File: src/rtl/pc_pkg.sv
// Shared constants and command decode for the program-counter sequencer.
// The enum order documents command priority, highest first after hold.
package pc_pkg;

    localparam int DEF_WIDTH     = 32;
    localparam int DEF_STEP      = 1;
    localparam int DEF_RAS_DEPTH = 4;

    typedef enum logic [2:0] {
        CMD_HOLD,
        CMD_STALL,
        CMD_ENABLE,
        CMD_CALL,
        CMD_RET,
        CMD_BRANCH,
        CMD_INCR
    } cmd_e;

    // Exactly one command wins per cycle; everything below it is ignored.
    function automatic cmd_e decode_cmd(input logic stall, input logic enable,
                                        input logic call, input logic ret,
                                        input logic branch, input logic increment);
        if (stall)          return CMD_STALL;
        else if (enable)    return CMD_ENABLE;
        else if (call)      return CMD_CALL;
        else if (ret)       return CMD_RET;
        else if (branch)    return CMD_BRANCH;
        else if (increment) return CMD_INCR;
        else                return CMD_HOLD;
    endfunction

endpackage

File: src/rtl/pc_sequencer_if.sv
// Command and status bundle of the PC sequencer. Commands are level inputs
// sampled on every rising clk edge; there is no valid/ready handshake.
interface pc_sequencer_if #(
    parameter int WIDTH     = 32,
    parameter int RAS_DEPTH = 4
);
    localparam int CW = $clog2(RAS_DEPTH) + 1;

    logic             stall;
    logic             enable;
    logic             call;
    logic             ret;
    logic             branch;
    logic             increment;
    logic             err_clr;
    logic [WIDTH-1:0] D;
    logic [WIDTH-1:0] offset;
    logic [WIDTH-1:0] Q;
    logic [CW-1:0]    ras_count;
    logic             ras_empty;
    logic             ras_full;
    logic             ras_ovf;
    logic             ras_unf;

    modport master (
        output stall, enable, call, ret, branch, increment, err_clr, D, offset,
        input  Q, ras_count, ras_empty, ras_full, ras_ovf, ras_unf
    );

    modport slave (
        input  stall, enable, call, ret, branch, increment, err_clr, D, offset,
        output Q, ras_count, ras_empty, ras_full, ras_ovf, ras_unf
    );

endinterface

File: src/rtl/ras_stack.sv
// Circular return-address LIFO. A push while full overwrites the oldest entry,
// which sits exactly at the write pointer once the ring has filled.
module ras_stack #(
    parameter int WIDTH = 32,
    parameter int DEPTH = 4,
    localparam int AW   = $clog2(DEPTH),
    localparam int CW   = AW + 1
) (
    input  logic             clk,
    input  logic             clr,
    input  logic             push,
    input  logic             pop,
    input  logic [WIDTH-1:0] din,
    output logic [WIDTH-1:0] top,
    output logic [CW-1:0]    count,
    output logic             full,
    output logic             empty
);

    logic [WIDTH-1:0] mem [DEPTH];
    logic [AW-1:0]    wr_ptr;

    assign full  = (count == CW'(DEPTH));
    assign empty = (count == '0);
    assign top   = mem[wr_ptr - AW'(1)];

    // Pointer wraps naturally because DEPTH is a power of two.
    always_ff @(posedge clk or posedge clr) begin
        if (clr) begin
            wr_ptr <= '0;
            count  <= '0;
        end else if (push) begin
            wr_ptr <= wr_ptr + AW'(1);
            if (!full)
                count <= count + CW'(1);
        end else if (pop && !empty) begin
            wr_ptr <= wr_ptr - AW'(1);
            count  <= count - CW'(1);
        end
    end

    // Entry contents are don't-care after reset; count alone defines validity.
    always_ff @(posedge clk) begin
        if (push)
            mem[wr_ptr] <= din;
    end

endmodule

File: src/rtl/pc_sequencer.sv
// Program counter with prioritised load/call/return/branch/increment and a
// return-address stack with sticky overflow/underflow flags.
module pc_sequencer
    import pc_pkg::*;
#(
    parameter int               WIDTH     = DEF_WIDTH,
    parameter logic [WIDTH-1:0] INIT      = '0,
    parameter int               STEP      = DEF_STEP,
    parameter int               RAS_DEPTH = DEF_RAS_DEPTH,
    localparam int              CW        = $clog2(RAS_DEPTH) + 1
) (
    input  logic                 clk,
    input  logic                 clr,
    pc_sequencer_if.slave        bus,
    output cmd_e                 cmd_dbg
);

    localparam logic [WIDTH-1:0] STEP_W = WIDTH'(STEP);

    cmd_e             cmd;
    logic [WIDTH-1:0] pc_q;
    logic [WIDTH-1:0] pc_next;
    logic [WIDTH-1:0] ras_top;
    logic [CW-1:0]    ras_count;
    logic             ras_full;
    logic             ras_empty;
    logic             push;
    logic             pop;
    logic             ovf_set;
    logic             unf_set;
    logic             ovf_q;
    logic             unf_q;

    assign cmd     = decode_cmd(bus.stall, bus.enable, bus.call, bus.ret,
                                bus.branch, bus.increment);
    assign cmd_dbg = cmd;

    always_comb begin
        pc_next = pc_q;
        push    = 1'b0;
        pop     = 1'b0;
        ovf_set = 1'b0;
        unf_set = 1'b0;
        case (cmd)
            CMD_ENABLE: pc_next = bus.D;
            CMD_CALL: begin
                pc_next = bus.D;
                push    = 1'b1;
                ovf_set = ras_full;
            end
            CMD_RET: begin
                if (ras_empty) begin
                    unf_set = 1'b1;
                end else begin
                    pc_next = ras_top;
                    pop     = 1'b1;
                end
            end
            CMD_BRANCH: pc_next = pc_q + bus.offset;
            CMD_INCR:   pc_next = pc_q + STEP_W;
            default:    pc_next = pc_q;
        endcase
    end

    always_ff @(posedge clk or posedge clr) begin
        if (clr)
            pc_q <= INIT;
        else
            pc_q <= pc_next;
    end

    // err_clr acts even under stall; a same-cycle new error still lands.
    always_ff @(posedge clk or posedge clr) begin
        if (clr) begin
            ovf_q <= 1'b0;
            unf_q <= 1'b0;
        end else begin
            ovf_q <= (ovf_q && !bus.err_clr) || ovf_set;
            unf_q <= (unf_q && !bus.err_clr) || unf_set;
        end
    end

    ras_stack #(
        .WIDTH (WIDTH),
        .DEPTH (RAS_DEPTH)
    ) u_ras (
        .clk   (clk),
        .clr   (clr),
        .push  (push),
        .pop   (pop),
        .din   (pc_q + STEP_W),
        .top   (ras_top),
        .count (ras_count),
        .full  (ras_full),
        .empty (ras_empty)
    );

    assign bus.Q         = pc_q;
    assign bus.ras_count = ras_count;
    assign bus.ras_empty = ras_empty;
    assign bus.ras_full  = ras_full;
    assign bus.ras_ovf   = ovf_q;
    assign bus.ras_unf   = unf_q;

endmodule

File: src/flat_wrapper.sv
// flat-port wrapper written by rule: the top's interface ports become plain ports
module pc_sequencer_flat import pc_pkg::*;
#(
    parameter int               WIDTH     = DEF_WIDTH,
    parameter logic [WIDTH-1:0] INIT      = '0,
    parameter int               STEP      = DEF_STEP,
    parameter int               RAS_DEPTH = DEF_RAS_DEPTH,
    localparam int              CW        = $clog2(RAS_DEPTH) + 1
)
  (clk, clr, cmd_dbg, bus_stall, bus_enable, bus_call, bus_ret, bus_branch, bus_increment, bus_err_clr, bus_D, bus_offset, bus_Q, bus_ras_count, bus_ras_empty, bus_ras_full, bus_ras_ovf, bus_ras_unf);
  pc_sequencer_if #(.WIDTH(WIDTH), .RAS_DEPTH(RAS_DEPTH)) bus_i ();
  input  logic clk;
  input  logic clr;
  output cmd_e cmd_dbg;
  input wire logic [$bits(bus_i.stall)-1:0] bus_stall;
  input wire logic [$bits(bus_i.enable)-1:0] bus_enable;
  input wire logic [$bits(bus_i.call)-1:0] bus_call;
  input wire logic [$bits(bus_i.ret)-1:0] bus_ret;
  input wire logic [$bits(bus_i.branch)-1:0] bus_branch;
  input wire logic [$bits(bus_i.increment)-1:0] bus_increment;
  input wire logic [$bits(bus_i.err_clr)-1:0] bus_err_clr;
  input wire logic [$bits(bus_i.D)-1:0] bus_D;
  input wire logic [$bits(bus_i.offset)-1:0] bus_offset;
  output wire logic [$bits(bus_i.Q)-1:0] bus_Q;
  output wire logic [$bits(bus_i.ras_count)-1:0] bus_ras_count;
  output wire logic [$bits(bus_i.ras_empty)-1:0] bus_ras_empty;
  output wire logic [$bits(bus_i.ras_full)-1:0] bus_ras_full;
  output wire logic [$bits(bus_i.ras_ovf)-1:0] bus_ras_ovf;
  output wire logic [$bits(bus_i.ras_unf)-1:0] bus_ras_unf;
  assign bus_i.stall = bus_stall;
  assign bus_i.enable = bus_enable;
  assign bus_i.call = bus_call;
  assign bus_i.ret = bus_ret;
  assign bus_i.branch = bus_branch;
  assign bus_i.increment = bus_increment;
  assign bus_i.err_clr = bus_err_clr;
  assign bus_i.D = bus_D;
  assign bus_i.offset = bus_offset;
  assign bus_Q = bus_i.Q;
  assign bus_ras_count = bus_i.ras_count;
  assign bus_ras_empty = bus_i.ras_empty;
  assign bus_ras_full = bus_i.ras_full;
  assign bus_ras_ovf = bus_i.ras_ovf;
  assign bus_ras_unf = bus_i.ras_unf;
  pc_sequencer #(.WIDTH(WIDTH), .INIT(INIT), .STEP(STEP), .RAS_DEPTH(RAS_DEPTH)) u_core (.clk(clk), .clr(clr), .bus(bus_i), .cmd_dbg(cmd_dbg));
endmodule
File: config.mk
export PLATFORM = sky130hd
export DESIGN_NAME = pc_sequencer_flat
export DESIGN_NICKNAME = d
export VERILOG_FILES = /design/src/rtl/pc_pkg.sv /design/src/rtl/pc_sequencer_if.sv /design/src/rtl/ras_stack.sv /design/src/rtl/pc_sequencer.sv /design/src/flat_wrapper.sv
export SDC_FILE = /design/constraint.sdc
export NUM_CORES = 1
export LEC_CHECK = 0
export BUFFER_PORTS_ARGS = -buffer_cell sky130_fd_sc_hd__buf_4
export CAP_MARGIN = 40
export CORE_ASPECT_RATIO = 1.1
export CORE_MARGIN = 1
export CORE_UTILIZATION = 50
export DETAILED_ROUTE_END_ITERATION = 7
export PLACE_DENSITY = 0.81
export SYNTH_ARGS = -nofsm -noshare
export SYNTH_HDL_FRONTEND = slang
export SYNTH_SLANG_ARGS = --single-unit
File: constraint.sdc
create_clock -name clk -period 4.2 [get_ports clk]
set_input_delay 0.63 -clock clk [delete_from_list [all_inputs] [get_ports clk]]
set_output_delay 0.63 -clock clk [all_outputs]
set_load 0.02 [all_outputs]
==> qor.csv <==
stage,metric,value,unit
worst_setup_path,critical path arrival,3.54,ns
worst_setup_path,FF-to-FF End,u_core.bus.Q[18],
grt,largest net degree at the start of global routing,40,
worst_setup_path,required time of the worst setup path,4.54,ns
min_path,Hold Crit Class,in -> async,
logic_synthesis,syn_nets,912,
power,leak pwr,4.17,nW
worst_setup_path,r2r startpoint,u_core.bus.Q[0],
sta,slew margin rel.,41.4,%
drt,post-route antenna net violation count,0,
drt,routed via count,7558,
clocking,Clock Path Buffers,2,
logic_synthesis,Synth area leader,edfxtp_1,
logic_synthesis,Post-Syn Instances,801,
logic_synthesis,sequential fraction of the synthesis area,51.6,%
logic_synthesis,post-synthesis register bit count,167,
logic_synthesis,commonest cells in the synthesized netlist,"edfxtp_1 (128), nand2_1 (70), nor2_1 (52)",
finish,n_diodes,0,
drt,drt wl/cell,22.5,um
grt,grt total ovfl,0,
logic_synthesis,ys flop type,edfxtp_1,
drt,TritonRoute pass-1 iters,8,
finish,share of cells above drive strength 1,21.9,%
worst_setup_path,Crit Path Max Fanout,9,
floorplan,starting density of the core,51.0,%
job,max_cap viols,0,
sta,setup TNS,0,ns
worst_setup_path,Worst Reg-to-Reg Cells,11,
sta,Achievable Freq,313,MHz
clocking,Clock Sink Count,167,
logic_synthesis,Mean Syn Cell Area,11.7,um2
place,routability cong.,0.968,
logic_synthesis,Post-synth EDFFs,128,
sta,Setup Skew,0.0141,ns
sta,"Hold Vio Cnt, Final",0,
grt,initial antenna violation count,0,
logic_synthesis,Syn Std Cell Area,0.00935,mm2
floorplan,DIE AREA,0.0192,mm2
sta,slew at the pin with the worst max-slew slack,0.880,ns
sta,RSZ-0062 raised after global routing,false,
power,Power Density,528,mW/mm2
sta,Setup Viol. Count Final,0,
clocking,H-Tree Depth,4,
grt,first-pass GRT wire length,41.0,mm
power,Worst VDD drop,0.353,mV
logic_synthesis,Cell variety after synth,61,
logic_synthesis,"top cells by area, synth","edfxtp_1 (41%), dfrtp_1 (10%), mux4_2 (7.7%)",
logic_synthesis,post-synthesis async set-or-reset flop share,23.4,%
clocking,Clock Pin Slew Worst Setup and Hold Paths,0.06,ns
sta,"Slew Viols, Final",0,
status,status,completed,
drt,vias per inst,6.48,
worst_setup_path,critical path capture point type,flop,
grt,vias in the first global route,7273,
floorplan,Die Wd,132,um
sta,fin crit share,76.1,%
finish,"Net count, final",1021,
floorplan,top-level port count,115,
clocking,cts bufs inserted,17,
logic_synthesis,most frequent cell after synthesis,edfxtp_1,
floorplan,Core Rows,52,
clocking,"Clk Latency, worst-skew pair",0.43,ns
sta,crit path time final,3.20,ns
place,dpl hpwl,17.8,mm
drt,Initial DRC Count,913,
logic_synthesis,post-synth top area share,41.1,%
clocking,hold_buf cts,0,
worst_setup_path,Worst Setup Start Kind,flop,
grt,Total GRT Usage,28.4,%
finish,area grow syn2layout,18.4,%
drt,drt total wl,26.3,mm
place,Port-buffer cells,114,
clocking,Post-CTS Setup Bufs,0,
drt,DRC violation count after routing,0,
clocking,CTS tree,built,
worst_setup_path,Setup CP Type,reg -> reg,
clocking,clock root cell,clkbuf_16,
clocking,post-cts sizing count,0,
logic_synthesis,Syn. warnings,0,
floorplan,Core ar.,0.0183,mm2
finish,final core utilization,60.3,%
floorplan,die height,145,um
worst_setup_path,"reg-to-reg slack, setup",1.00,ns
worst max-delay path by stage:
stage                                 from          endpoint  depth (start not counted)
floorplan           u_core.u_ras.wr_ptr[0]  u_core.bus.Q[27]                         11
global placement             bus_offset[4]  u_core.bus.Q[25]                         10
detailed placement           bus_offset[4]  u_core.bus.Q[25]                         10
CTS                        u_core.bus.Q[0]  u_core.bus.Q[28]                         11
global route               u_core.bus.Q[0]  u_core.bus.Q[18]                         11
finish                     u_core.bus.Q[0]  u_core.bus.Q[18]                         11
cell type report:
cell class              count  area, um2
clock buffers              19        433
clock inverters            13        156
fillers                  1469       7280
inverters                  18       67.6
multi-input cells         573       4290
flip-flops and latches    167       4820
well taps                 243        304
repair buffers            133        998
kinds of logic (layout without fill, tap and decap cells):
| logic type | after synthesis | count (layout) | share of synthesized area, % |
|---|---|---|---|
| simple gates | 237 | 237 | 12.4 |
| compound gates | 214 | 214 | 15.6 |
| flops | 167 | 167 | 51.6 |
| buf+inv | 61 | 183 | 2.62 |
| xor+xnor | 49 | 49 | 4.59 |
| fa+ha+maj | 38 | 38 | 5.25 |
| mux | 35 | 35 | 8.03 |
sequential cells by signal (all words and copies together), names as in the netlist:
name	cells
u_core.bus.Q	32
u_core.u_ras.mem	128
u_core.bus.ras_unf	1
u_core.bus.ras_ovf	1
u_core.u_ras.count	3
u_core.u_ras.wr_ptr	2
critical path, stage by stage, from the launching register on:
cell and delay (ns):
dfrtp_1 0.54, ha_1 0.23, inv_1 0.05, fa_1 0.42
nor2b_1 0.17, o211ai_1 0.17, a211oi_1 0.39, o21ai_0 0.22
a31oi_1 0.36, nor3b_1 0.23, o21ai_0 0.10, a31oi_1 0.22
power by group:
part           internal [mW]  switching (mW)
clock network          0.932           0.647
registers               1.99           0.179
logic                  0.927            1.16
total                   3.85            1.99
through the flow:
step | cells | instance area [um2] | worst slack [ns] | hold WS [ns] | power [mW]
after floorplan | 801 | 9350 | 1.03 | 0.536 | 3.61
after detailed placement | 1134 | 10500 | 1.01 | 0.528 | 4.27
after global placement | 1134 | 10500 | 0.995 | 0.516 | 4.22
after CTS | 1166 | 11100 | 1.12 | 0.379 | 5.84
final | 1166 | 11100 | 1.00 | 0.364 | 5.84
after global routing | 1166 | 11100 | 0.730 | 0.399 | 6.10
metal layers:
layer	GRT usage, %	part of all wire, %	vias up
met2	45.6	48	437
met4	11.8	3.3	0
met3	6.23	9.7	68
li1	-	-	3357
met1	37.4	39	3696
met5	0	0	-
cell usage in the layout (no fill, tap or decap), drive strengths merged, types with 19 or more instances in the layout:
master,instances
a21oi,50
and3,19
buf,133
clkbuf,19
dfrtp,39
edfxtp,128
ha,36
mux4,32
nand2,70
nand3,31
nor2,53
o21ai,45
xnor2,39
No activity file was read; power rests on OpenSTA's default activity.
